$ cat src/rtl/screen_writer.sv
// ============================================================================
//  Module      : screen_writer
//  Description : Buffers CPU pixel-word writes in a 4-deep FIFO and streams
//                them into a single-port VRAM. The display reader has
//                priority on that port. A clear request fills all 8192 words
//                with a latched fill word once the queued writes are done.
//  Revision    : 1.0 - initial release
// ============================================================================
`default_nettype none

module screen_writer (
  input  logic        clk,
  input  logic        resetn,
  // CPU write channel
  input  logic        cpu_wvalid,
  input  logic [12:0] cpu_waddr,
  input  logic [15:0] cpu_wdata,
  output logic        cpu_wready,
  // Clear request
  input  logic        clear_start,
  input  logic [15:0] clear_data,
  // VRAM port (shared with the display reader)
  input  logic        vram_rden,
  output logic        vram_wren,
  output logic [12:0] vram_waddr,
  output logic [15:0] vram_wdata,
  // Status
  output logic        busy
);

  localparam int          DEPTH     = 4;
  localparam int          PTR_W     = 2;
  localparam int          CNT_W     = 3;
  localparam logic [12:0] C_LAST_WA = 13'h1FFF;

  typedef enum logic [1:0] {
    ST_IDLE  = 2'd0,
    ST_DRAIN = 2'd1,
    ST_CLEAR = 2'd2
  } state_t;

  state_t              r_state;
  logic [12:0]         r_clr_cnt;
  logic [15:0]         r_fill;

  logic [12:0]         r_fifo_addr [DEPTH];
  logic [15:0]         r_fifo_data [DEPTH];
  logic [PTR_W-1:0]    r_wptr;
  logic [PTR_W-1:0]    r_rptr;
  logic [CNT_W-1:0]    r_count;

  logic                w_empty;
  logic                w_full;
  logic                w_push;
  logic                w_pop;
  logic                w_in_clear;
  logic [CNT_W-1:0]    w_count_next;

  assign w_empty    = (r_count == '0);
  assign w_full     = (r_count == CNT_W'(DEPTH));
  assign w_in_clear = (r_state == ST_CLEAR);

  // CPU is accepted only while idle with room in the queue and out of reset
  assign cpu_wready = resetn && (r_state == ST_IDLE) && !w_full;
  assign w_push     = cpu_wvalid && cpu_wready;

  // Reader always wins the VRAM port; reset blocks any write in its cycle
  assign vram_wren  = resetn && !vram_rden && (w_in_clear || !w_empty);

  // The FIFO head is consumed only by normal (non-clear) VRAM writes
  assign w_pop      = vram_wren && !w_in_clear;

  assign vram_waddr = w_in_clear ? r_clr_cnt : r_fifo_addr[r_rptr];
  assign vram_wdata = w_in_clear ? r_fill    : r_fifo_data[r_rptr];

  assign busy       = resetn && ((r_state != ST_IDLE) || !w_empty);

  // Occupancy after this edge; push and pop together leave it unchanged
  always_comb begin
    w_count_next = r_count;
    if (w_push && !w_pop) begin
      w_count_next = r_count + CNT_W'(1);
    end else if (!w_push && w_pop) begin
      w_count_next = r_count - CNT_W'(1);
    end
  end

  // FIFO storage: entries need no reset, validity is tracked by the count
  always_ff @(posedge clk) begin
    if (w_push) begin
      r_fifo_addr[r_wptr] <= cpu_waddr;
      r_fifo_data[r_wptr] <= cpu_wdata;
    end
  end

  // FIFO pointers and occupancy
  always_ff @(posedge clk) begin
    if (!resetn) begin
      r_wptr  <= '0;
      r_rptr  <= '0;
      r_count <= '0;
    end else begin
      if (w_push) begin
        r_wptr <= r_wptr + PTR_W'(1);
      end
      if (w_pop) begin
        r_rptr <= r_rptr + PTR_W'(1);
      end
      r_count <= w_count_next;
    end
  end

  // Control FSM: idle -> drain queued writes -> sweep all words with fill
  always_ff @(posedge clk) begin
    if (!resetn) begin
      r_state   <= ST_IDLE;
      r_clr_cnt <= '0;
      r_fill    <= '0;
    end else begin
      case (r_state)
        ST_IDLE: begin
          // A write accepted alongside clear_start is already queued and
          // will drain ahead of the sweep
          if (clear_start) begin
            r_fill  <= clear_data;
            r_state <= ST_DRAIN;
          end
        end
        ST_DRAIN: begin
          // No pushes happen here, so the queue only shrinks
          if (w_count_next == '0) begin
            r_clr_cnt <= '0;
            r_state   <= ST_CLEAR;
          end
        end
        ST_CLEAR: begin
          // Advance only when the word was actually written
          if (vram_wren) begin
            if (r_clr_cnt == C_LAST_WA) begin
              r_clr_cnt <= '0;
              r_state   <= ST_IDLE;
            end else begin
              r_clr_cnt <= r_clr_cnt + 13'd1;
            end
          end
        end
        default: begin
          r_state <= ST_IDLE;
        end
      endcase
    end
  end

endmodule

`default_nettype wire

$ cat config.mk
export PLATFORM = sky130hd
export DESIGN_NAME = screen_writer
export DESIGN_NICKNAME = d
export VERILOG_FILES = /design/src/rtl/screen_writer.sv
export SDC_FILE = /design/constraint.sdc
export NUM_CORES = 1
export LEC_CHECK = 0
export ABC_AREA = 1
export BUFFER_PORTS_ARGS = -buffer_cell sky130_fd_sc_hd__buf_4
export CAP_MARGIN = 20
export CORE_MARGIN = 2
export CORE_UTILIZATION = 55
export CTS_CLUSTER_SIZE = 30
export DETAILED_ROUTE_END_ITERATION = 10
export GPL_TIMING_DRIVEN = 0
export PLACE_DENSITY = 0.76
export SLEW_MARGIN = 20
export SYNTH_ARGS = -nofsm -noshare
export SYNTH_HDL_FRONTEND = slang
export SYNTH_SLANG_ARGS = --single-unit
$ cat constraint.sdc
create_clock -name clk -period 3.97 [get_ports clk]
set_input_delay 1.191 -clock clk [delete_from_list [all_inputs] [get_ports clk]]
set_output_delay 1.191 -clock clk [all_outputs]
set_load 0.01 [all_outputs]
After elaboration in Yosys (flattened, before gate mapping)
Memory sizes are Yosys's and may differ from the RTL's. A register that Yosys moved wholly into a read port is not among the register bits.
Cells that the tools add are included.
{"block": "totals", "elab_cells": 65, "inputBits": 50, "ramBits": 116, "n_memories": 2, "reg_bits": 38, "output_inout_bits": 32}
{"block": "op_classes", "n_addsub": 5, "n_eq_ne": 8, "n_reduce_logical": 25, "n_mux": 19}
{"memory": "r_fifo_data", "depth": 4, "word_bits": 16, "rd": 1, "rd_clocked_by_memory_dff": 1, "write_ports": 1, "line_no": "47", "text": "logic [15:0] r_fifo_data [DEPTH];"}
{"memory": "r_fifo_addr", "depth": 4, "word_bits": 13, "rd": 1, "rd_clocked_by_memory_dff": 1, "write_ports": 1, "line_no": "46", "text": "logic [12:0] r_fifo_addr [DEPTH];"}
{"cell": "2-to-1 mux 13 bit", "n": 4}
{"cell": "one-hot mux 13 bit (2 select lines)", "n": 1}
{"cell": "2-to-1 mux 16 bit", "n": 1}
{"cell": "2-to-1 mux 2 bit", "n": 8}
{"cell": "adder 13 x 1 -> 13 bit, second input constant", "n": 1}
{"cell": "equality test 13 bit, second input constant", "n": 1}
{"cell": "logical AND 1 bit", "n": 9}
{"cell": "logical NOT 1 bit", "n": 6}
{"cell": "logical NOT 3 bit", "n": 2}
{"cell": "2-to-1 mux 3 bit", "n": 2}
{"cell": "inequality test 2 bit, second input constant", "n": 3}
{"cell": "one-hot mux 2 bit (3 select lines)", "n": 1}
{"cell": "adder 2 x 1 -> 2 bit, second input constant", "n": 2}
{"cell": "AND reduction 4 bit", "n": 1}
{"cell": "nonzero test 2 bit", "n": 2}
{"cell": "adder 3 x 1 -> 3 bit, second input constant", "n": 1}
{"cell": "equality test 3 bit, second input constant", "n": 1}
{"cell": "AND reduction 3 bit", "n": 1}
{"cell": "subtractor 3 x 1 -> 3 bit, second input constant", "n": 1}
{"cell": "equality test 2 x 1 -> 1 bit, second input constant", "n": 1}
{"cell": "equality test 2 bit, second input constant", "n": 1}
{"cell": "logical NOT 2 bit", "n": 1}
{"cell": "logical OR 1 bit", "n": 2}
{"cell": "2-to-1 mux 1 bit", "n": 2}
{"cell": "2 further kinds", "n": 2}

Depth between registers and ports, before layout
{"block": "logic_depth", "depth_word": 11, "depth_mapped": 14}

Least setup slack after synthesis
No wires, ideal clock.
{"block": "synth_timing", "path_type": "input -> register", "start": "in cpu_wvalid", "end": "mem r_fifo_addr[0][0], enable pin", "n_path_buf": 0, "path_stages": 2, "t_required_ns": 3.555, "setup_time_ns": 0.415, "setup_slack_ns": 0.839, "arrival_time_ns": 2.716, "path_cell_list": "nand4_2 -> nor2_1"}
{"block": "synth_between", "elab_chain_len": 3}
{"element": "from (decl)", "line_no": "15", "text": "input logic cpu_wvalid,"}
{"element": "logical AND 1 bit", "line_no": "65", "text": "assign w_push = cpu_wvalid && cpu_wready;"}
{"element": "2-to-1 mux 1 bit", "line_no": "90", "text": "if (w_push) begin"}
{"element": "2-to-1 mux 1 bit (implied by the code)", "line_no": "91", "text": "r_fifo_addr[r_wptr] <= cpu_waddr;"}
{"element": "to (decl)", "line_no": "46"}
Every way passes these cells.

==> results_dict.tcl <==
set metrics [dict create \
    fill_cells 863 \
    antenna_found_initial 0 \
    cpMaxStageDelayCell "clkbuf_1" \
    ios 82 \
    met3WireLength_mm 1.33 \
    core_area_um2 11900 \
    start_util 0.558 \
    place_area_um2 7560 \
    period_needed_ns 3.82 \
    switching_share 0.316 \
    crit_path_frequent_cell "clkbuf_1" \
    start_kind "flip-flop" \
    leakage_nw 3.03 \
    drive_gt1_frac 0.221 \
    syn_inst 628 \
    crit_arrival_ns 2.63 \
    p_int_w 0.00321 \
    clkTransAtPathRegs_ns 0.06 \
    max_freq_ghz 0.261 \
    grt_usage 0.254 \
    finalNetCount 790 \
    die_w_um 114 \
    p_sw_w 0.00148 \
    sequentialPowerShare 0.412 \
    max_slew.worst_pin.slew_ns 0.692 \
    routed-wl-met2_mm 7.99 \
    hpwl_mm 10.6 \
    portBuffers 81 \
    pwr-share-clk 0.329 \
    fin_util 0.682 \
    setup_viol 0 \
    pre_cts_ws_ns 0.581 \
    rsz0062_at_grt "no" \
    grt_pass1_vias 5063 \
    power.density_nw_per_um2 578 \
    required_ns 2.78 \
    routabilityCongestion 0.904 \
    routed_wl_mm 16.1 \
    postCtsHoldBufs 0 \
    via_per_inst 5.68 \
    cts_root_buf "clkbuf_16" \
    ant_nets 0 \
    crit_family "buffers and inverters" \
    yosysWarnings 0 \
    worstSkewPairLatency_ns 0.42 \
    ys_seq_elements 156 \
    endpoint_kind "primary output" \
    drc 0 \
    path_buf_inv 4 \
    die_h_um 114 \
    slew_viol_final 0 \
    finalWorstSetupSlack_ns 0.145 \
    cts_tree "built" \
    mostFrequentLayoutCells "nor2_1 (145), edfxtp_1 (116), o21ai_0 (89), buf_4 (82), nand2_1 (46)" \
    antenna_cells 0 \
    slew-limit-headroom 0.538 \
    p_comb_frac 0.258 \
    ys_types 36 \
    crit_fanout 10 \
    cts.path.max_buffers 2 \
    die_area_um2 13000 \
    drt_iter0_markers 701 \
    avgSynthCellArea_um2 10.6 \
    cp_cell_sequence "clkbuf_1 -> clkbuf_1 -> clkbuf_1 -> nor2_1 -> nor2_1 -> o21ai_0 -> a31oi_1 -> buf_4" \
    synth_top_area_frac 0.524 \
    finalCritPeriodShare 0.963 \
    hold_viol_final 0 \
    area_growth_pct 22.3 \
    hold_class "flip-flop to flip-flop" \
    yosys.area.top_type "edfxtp_1" \
    synth_fp_nets 686 \
    irDropWorstVdd_uv 454 \
    ys_seq_area_frac 0.645 \
    grt_pass1_wl_mm 24.8 \
    top_layer_used "met4" \
    clock_skew_ns 0.0111 \
    max-cap-violations 0 \
    routed-via-count 5071 \
    grt.overflow.total 0 \
    run_status "complete, no violations" \
    final_common_cell "nor2_1" \
    dr.pass1.iters 5 \
    cts_setup_buffers 0 \
    rows 40 \
    worst-setup-path-type "flip-flop to primary output" \
    design_area_um2 8130 \
    numCtsBuffers 17 \
    syn_area_um2 6650 \
    grt_max_degree 23 \
    m1WireLength_mm 6.45 \
    drt-wirelength-per-cell_um 18.0 \
    clkSinkCount 156 \
    power_w 0.00469 \
    h-tree-depth 4 \
    max_stage_delay_ns 0.49 \
    synthTopCellsByArea "edfxtp_1 (52%), dfxtp_1 (12%), nor2_1 (8.4%)" \
]
final cells by class:
cell class	instances	area, um^2	area share
Clock inverter	14	133	0.0163
Clock buffer	18	429	0.0528
Inverter	34	129	0.0159
Buffer	34	145	0.0179
Multi-Input combinational cell	404	2120	0.261
Tap cell	147	184	0.0226
Sequential cell	156	4280	0.527
Timing Repair Buffer	85	703	0.0865
timing repair:
item,4_1_cts,5_1_grt
endpoints found under the hold margin,0,0
setup endpoints to repair,0,1
resized for setup,0,2
cell usage after synthesis (all sizes together):
library cell  number
a31oi             16
clkinv             1
buf                6
a21oi             20
edfxtp           116
or2                1
o21ai             92
nor2             153
inv               33
nor4               1
o22ai             14
dfxtp             40
nand4              4
xnor2              1
nor3b              1
nand2             54
clkbuf            28
ha                 8
nand3             27
xor2               7
nor3               5
worst paths after layout:
path	depth (start not counted)	slack, ns	from	to
worst max register to register	13	1.67	r_count[0]$_SDFF_PN0_	r_clr_cnt[8]$_SDFFE_PN0P_
worst min-delay path	2	0.47	r_clr_cnt[11]$_SDFFE_PN0P_	r_clr_cnt[11]$_SDFFE_PN0P_
worst max-delay path	8	0.15	flip-flop	vram_wdata[8]
worst min register to register	2	0.47	r_clr_cnt[11]$_SDFFE_PN0P_	r_clr_cnt[11]$_SDFFE_PN0P_
flip-flops by register name, summed over array words and instances (netlist names), named ones only:
name	flops
r_fifo_data	64
r_state	2
r_rptr	2
r_wptr	2
r_fifo_addr	52
r_count	3
r_clr_cnt	13
r_fill	16
stage by stage:
step	cells	hold slack, ns	setup TNS, ns
2_1_floorplan	628	0.451	0
3_3_place_gp	856	0.459	-29.70
3_5_place_dp	860	0.466	0
4_1_cts	892	0.475	0
5_1_grt	892	0.488	0
6_report	892	0.474	0
routing by layer:
layer / vias to the layer above / track usage
met2: 242 / 0.418
met3: 23 / 0.0685
met5: - / 0
li1: 2387 / -
met1: 2419 / 0.320
met4: 0 / 0.107
power groups by stage:
stage / clock (W) / sequential [W] / combinational [W]
6_report: 0.00155 / 0.00194 / 0.00121
5_1_grt: 0.00163 / 0.00194 / 0.00133
4_1_cts: 0.00155 / 0.00193 / 0.00121
3_5_place_dp: 0 / 0.00197 / 0.00120
3_3_place_gp: 0 / 0.00197 / 0.00114
2_1_floorplan: 0 / 0.00196 / 0.000692
worst register-to-register path: stages (launching register included):
cell	delay (ns)
dfxtp_1	0.36
inv_1	0.09
ha_1	0.24
nand2_1	0.09
nand4_2	0.39
nand2_4	0.25
nand2_1	0.08
nand2_2	0.09
nand2_2	0.07
nor2_4	0.11
nand3_4	0.11
buf_8	0.18
nand3_2	0.07
a21oi_2	0.05
logic make-up after synthesis:
kind of cell,synth area share
fa+ha+maj,0.0151
compound gates,0.120
xor+xnor,0.0105
buf+inv,0.0410
simple gates,0.169
flops,0.645
(Power assumes the default switching activity.)
